$ cat config.mk
export PLATFORM = sky130hd
export DESIGN_NAME = imem_serial_loader
export DESIGN_NICKNAME = d
export VERILOG_FILES = /design/src/rtl/imem_serial_loader.sv
export SDC_FILE = /design/constraint.sdc
export NUM_CORES = 1
export LEC_CHECK = 0
export CAP_MARGIN = 40
export CORE_MARGIN = 5
export CORE_UTILIZATION = 47
export CTS_CLUSTER_SIZE = 10
export DETAILED_ROUTE_END_ITERATION = 8
export MAX_ROUTING_LAYER = met4
export PLACE_DENSITY = 0.76
export SLEW_MARGIN = 20
export SYNTH_ARGS = -nofsm -noshare
export SYNTH_HDL_FRONTEND = slang
export SYNTH_SLANG_ARGS = --single-unit
export TNS_END_PERCENT = 10
$ cat constraint.sdc
create_clock -name clk -period 1.6 [get_ports clk]
set_input_delay 0.32 -clock clk [delete_from_list [all_inputs] [get_ports clk]]
set_output_delay 0.32 -clock clk [all_outputs]
set_load 0.03 [all_outputs]
$ cat src/rtl/imem_serial_loader.sv
// Bit-serial program loader: shifts instruction words in MSB first, writes them to instruction memory, then optionally starts the CPU.
// Optional per-word even-parity checking is enabled by defining IMEM_LOADER_PARITY_EN.
module imem_serial_loader #(
  parameter int DATA_WIDTH = 16,
  parameter int ADDR_WIDTH = 8
) (
  input  logic                  clk,
  input  logic                  rst_n,
  input  logic                  load_start,
  input  logic [ADDR_WIDTH-1:0] base_addr,
  input  logic [ADDR_WIDTH-1:0] load_len,
  input  logic                  auto_run,
  input  logic                  sdi,
  input  logic                  sdi_vld,
  output logic [ADDR_WIDTH-1:0] mem_addr,
  output logic                  mem_we,
  output logic [DATA_WIDTH-1:0] mem_dataout,
  output logic                  cpu_enable,
  output logic                  cpu_start,
  output logic                  busy,
  output logic                  done,
  output logic                  err
);

`ifdef IMEM_LOADER_PARITY_EN
  localparam int BITS = DATA_WIDTH + 1;
  localparam int SH_W = DATA_WIDTH;
`else
  localparam int BITS = DATA_WIDTH;
  localparam int SH_W = DATA_WIDTH - 1;
`endif
  localparam int CNT_W = $clog2(BITS);

  typedef enum logic [2:0] {IDLE, SHIFT, WRITE, EN, GO, FIN} state_t;

  state_t                  state_reg, state_next;
  logic [ADDR_WIDTH-1:0]   addr_reg, rem_reg;
  logic [SH_W-1:0]         shift_reg;
  logic [DATA_WIDTH-1:0]   data_reg, word;
  logic [CNT_W-1:0]        bit_cnt_reg;
  logic                    run_reg;
  logic                    we_reg, we_next;
  logic                    enable_reg, enable_next;
  logic                    start_reg, start_next;
  logic                    busy_reg, busy_next;
  logic                    done_reg, done_next;
  logic                    err_reg, err_next;
  logic                    accept, bit_in, word_done, last_word, parity_ok;

  assign accept    = (state_reg == IDLE) && load_start;
  // Bits arriving during WRITE already belong to the next word.
  assign bit_in    = sdi_vld && ((state_reg == SHIFT) || (state_reg == WRITE));
  assign word_done = sdi_vld && (state_reg == SHIFT) && (bit_cnt_reg == CNT_W'(BITS - 1));
  assign last_word = (rem_reg == ADDR_WIDTH'(1));

`ifdef IMEM_LOADER_PARITY_EN
  // The final bit is the even-parity bit; the data word is already complete in the shifter.
  assign parity_ok = ~(^shift_reg ^ sdi);
  assign word      = shift_reg;
`else
  assign parity_ok = 1'b1;
  assign word      = {shift_reg, sdi};
`endif

  always_ff @(posedge clk or negedge rst_n) begin
    if (!rst_n) state_reg <= IDLE;
    else        state_reg <= state_next;
  end

  always_comb begin
    state_next = state_reg;
    case (state_reg)
      IDLE: begin
        if (load_start) begin
          if (load_len != '0) state_next = SHIFT;
          else if (auto_run)  state_next = EN;
          else                state_next = FIN;
        end
      end
      SHIFT: if (word_done) state_next = WRITE;
      WRITE: begin
        if (!last_word)               state_next = SHIFT;
        else if (run_reg && !err_reg) state_next = EN;
        else                          state_next = FIN;
      end
      EN:      state_next = GO;
      GO:      state_next = FIN;
      FIN:     state_next = IDLE;
      default: state_next = IDLE;
    endcase
  end

  always_comb begin
    busy_next   = (state_next == SHIFT) || (state_next == WRITE) ||
                  (state_next == EN) || (state_next == GO);
    we_next     = word_done && parity_ok;
    start_next  = (state_next == GO);
    done_next   = (state_next == FIN);
    enable_next = enable_reg;
    if (state_next == EN) enable_next = 1'b1;
    else if (accept)      enable_next = 1'b0;
    err_next = err_reg;
    if (accept)                       err_next = 1'b0;
    else if (word_done && !parity_ok) err_next = 1'b1;
  end

  always_ff @(posedge clk or negedge rst_n) begin
    if (!rst_n) begin
      addr_reg    <= '0;
      rem_reg     <= '0;
      shift_reg   <= '0;
      data_reg    <= '0;
      bit_cnt_reg <= '0;
      run_reg     <= 1'b0;
      we_reg      <= 1'b0;
      enable_reg  <= 1'b0;
      start_reg   <= 1'b0;
      busy_reg    <= 1'b0;
      done_reg    <= 1'b0;
      err_reg     <= 1'b0;
    end else begin
      we_reg     <= we_next;
      enable_reg <= enable_next;
      start_reg  <= start_next;
      busy_reg   <= busy_next;
      done_reg   <= done_next;
      err_reg    <= err_next;
      if (accept) begin
        addr_reg    <= base_addr;
        rem_reg     <= load_len;
        run_reg     <= auto_run;
        bit_cnt_reg <= '0;
        shift_reg   <= '0;
      end else begin
        if (state_reg == WRITE) begin
          addr_reg <= addr_reg + 1'b1;
          rem_reg  <= rem_reg - 1'b1;
        end
        if (word_done) begin
          data_reg    <= word;
          bit_cnt_reg <= '0;
        end else if (bit_in) begin
          bit_cnt_reg <= bit_cnt_reg + 1'b1;
          shift_reg   <= {shift_reg[SH_W-2:0], sdi};
        end
      end
    end
  end

  assign mem_addr    = addr_reg;
  assign mem_we      = we_reg;
  assign mem_dataout = data_reg;
  assign cpu_enable  = enable_reg;
  assign cpu_start   = start_reg;
  assign busy        = busy_reg;
  assign done        = done_reg;
  assign err         = err_reg;

endmodule

==> results.py <==
metrics = {
    "logic_synthesis": {
        "synth.area.top_cells": "dfrtp_1 53%, nand2_1 13%, o21ai_0 4.9%, nor2_1 2.4%, ha_1 1.8%",
        "avgSynthCellArea_sq_um": 9.00,
        "async_reset_ff_share_pct": 100,
        "seq_area_frac_synth_pct": 52.9,
        "syn_inst": 315,
        "synth_seq_cells": 60,
        "synth_cell_types": 49,
        "synth_edf_count": 0,
        "yosysTopAreaCell": "dfrtp_1",
        "syn-num-nets": 341,
        "synth_ff_type": "dfrtp_1",
        "syn_area_sq_um": 2840,
        "yosysWarningCount": 0,
        "yosysTopAreaCellShare_pct": 52.9,
    },
    "critical_path": {
        "end_kind": "register",
        "worstRegToRegCells": 6,
        "worstReg2RegStart": "state_reg[0]$_DFF_PN0_",
        "critPathMaxFanout": 5,
        "worstPathArrival_ns": 1.89,
        "reg2reg_to": "bit_cnt_reg[0]$_DFFE_PN0P_",
        "worst-r2r-setup-slack_ns": -0.07,
        "critical_path_class": "reg -> reg",
        "startpoint_type": "register",
        "cp_data_required_time_ns": 1.81,
    },
    "sta": {
        "hold_violations": 0,
        "hold_slack_ns": 0.467,
        "fmax_ghz": 0.599,
        "rsz0062_at_grt": "true",
        "drv_slew": 0,
        "slew_headroom_pct": 66.4,
        "fin_worst_skew_ns": 0.0103,
        "fin_ws_ns": -0.0705,
        "fin_crit_sh_pct": 104,
        "setup-violations-final": 22,
        "period_needed_ns": 1.67,
        "max_slew.worst_pin.slew_ns": 0.502,
    },
    "routing": {
        "vias_per_cell": 5.21,
        "firstDrtPassIters": 4,
        "drtAntennaViolNets": 0,
        "wl_per_cell_um": 14.4,
        "drt-initial-drc-count": 124,
        "postRouteWirelength_um": 7140,
        "vias": 2575,
        "drc_errors": 0,
    },
    "clock_tree": {
        "clk_path_buf_depth": 2,
        "cts.sinks": 60,
        "h-tree-depth": 3,
        "cts_inserted_buffers": 9,
        "cts_tree": "done",
        "cts_root_buf": "clkbuf_8",
        "cts.clk_slew.worst_paths_ns": 0.07,
        "clock_latency_ns": 0.34,
    },
    "worst_hold_path": {
        "hold_start": "mem_dataout[13]$_DFFE_PN0P_",
        "min_to": "mem_dataout[13]$_DFFE_PN0P_",
        "worstHoldPathCells": 2,
        "hold_class": "reg -> reg",
    },
    "final_layout": {
        "filler_cell_count": 450,
        "antenna_cells": 0,
        "largest_reg_flops": 16,
        "fin_nets": 440,
        "syn_to_final_growth_pct": 44.8,
        "drive_gt1_share_pct": 22.9,
        "fin_cells": 494,
        "final_cell_mix": "101 x nand2_1, 58 x dfrtp_1, 41 x buf_4, 30 x dlygate4sd2_1, 20 x o21ai_1",
        "final_common_cell": "nand2_1",
    },
    "place": {
        "pre_cts_ws_ns": -0.400,
        "gp_congestion": 0.857,
        "dp.cells": 470,
        "dp_hpwl_um": 4780,
        "port_buffers": 50,
    },
    "global_route": {
        "grt_pass1_wl_um": 12100,
        "overflow": 0,
        "grt_max_degree": 61,
        "grt_pass1_vias": 2606,
        "antenna_found_initial": 0,
        "grt_use_total_pct": 20.7,
    },
    "status": {
        "status": "complete, but fails checks",
        "violations": "setup timing",
    },
    "power_and_ir_drop": {
        "irDropWorstVdd_mv": 0.817,
        "p_per_area_nw_per_um2": 1530,
        "leakage_nw": 2.01,
    },
    "floorplanning": {
        "core_area_sq_um": 5890,
        "die_w_um": 87.7,
        "fp-row-count": 28,
        "start_util_pct": 48.2,
        "die_h_um": 87.7,
        "ios": 52,
        "dieArea_sq_um": 7690,
    },
    "flow_run": {
        "drv_cap": 0,
    },
}
## worst max-delay path, stage by stage, from the launching register on
cell and delay, ns:
dfrtp_1 0.42, buf_6 0.15, buf_4 0.13, mux2i_1 0.10
o21a_1 0.19, or2_2 0.29, mux2_2 0.27
## power by group
group,switching [mW],internal [mW]
clock network,0.602,0.600
logic,1.46,1.14
registers,0.440,2.05
total,2.51,3.79
## cells by family (layout without fill, tap and decap cells)
kind of cell / Yosys count / count (layout) / synth area share [%]
AO/OA/AOI/OAI: 54 / 54 / 12.1
XOR/XNOR: 4 / 4 / 1.24
adder cells (fa/ha/maj): 4 / 4 / 1.76
buffers and inverters: 25 / 129 / 3.97
flip-flops: 60 / 60 / 52.9
multiplexers: 2 / 2 / 0.750
other: 1 / 1 / 0.132
AND/OR/NAND/NOR: 165 / 165 / 27.1
## synthesized netlist by cell type, drive strengths merged (2+ instances only)
cell type	instances
nor4	6
and3	2
nor4b	2
xnor2	2
inv	8
buf	11
o311ai	2
or4	2
nand2	102
a32oi	3
nand3	8
a31oi	4
nor2	18
nand3b	3
nand4	4
dfrtp	60
o211ai	2
or3	2
nand2b	2
xor2	2
a221o	3
ha	4
clkbuf	6
nor3	6
o21ai	31
a21oi	3
## layout make-up
| type | count | area [sq um] | area share (%) |
|---|---|---|---|
| clock inverters | 4 | 25.0 | 0.609 |
| inverters | 8 | 32.5 | 0.792 |
| clock buffers | 12 | 145 | 3.53 |
| flip-flops and latches | 60 | 1500 | 36.6 |
| repair buffers | 105 | 976 | 23.8 |
| multi-input cells | 230 | 1330 | 32.4 |
| well taps | 75 | 93.8 | 2.28 |
## metrics by stage
stage	cell area [sq um]	total power, mW	utilization (%)	setup TNS [ns]
2_1_floorplan	2850	3.83	-	-0.0212
3_3_place_gp	3770	4.93	64.1	-15.66
3_5_place_dp	3770	5.03	64.1	-17.29
4_1_cts	3980	6.21	67.6	-0.319
5_1_grt	4110	6.74	69.8	-3.43
6_report	4110	6.30	69.8	-0.873
## worst max path at each step
stage / start / end / cells after the start
2_1_floorplan: state_reg[0]$_DFF_PN0_ / cpu_enable$_DFFE_PN0P_ / 6
3_3_place_gp: load_start / done$_DFF_PN0_ / 5
3_5_place_dp: sdi_vld / shift_reg[6]$_DFFE_PN0P_ / 5
4_1_cts: state_reg[0]$_DFF_PN0_ / mem_addr[4]$_DFFE_PN0P_ / 7
5_1_grt: state_reg[0]$_DFF_PN0_ / rem_reg[7]$_DFFE_PN0P_ / 6
6_report: state_reg[0]$_DFF_PN0_ / bit_cnt_reg[0]$_DFFE_PN0P_ / 6
## layer usage
metal	wire, um	global-route usage, %
met5	0	-
met4	91	7.39
met3	321	4.05
met2	3590	33.3
met1	3140	26.2
## timing repair
item | 4_1_cts | 5_1_grt
hold buffers | 1 | 0
hold endpoints to repair | 47 | 0
endpoints found under the setup margin | 61 | 49
pin swaps | 3 | 7
setup buffers | 0 | 7
resized for setup | 57 | 26
(Power assumes the default switching activity.)
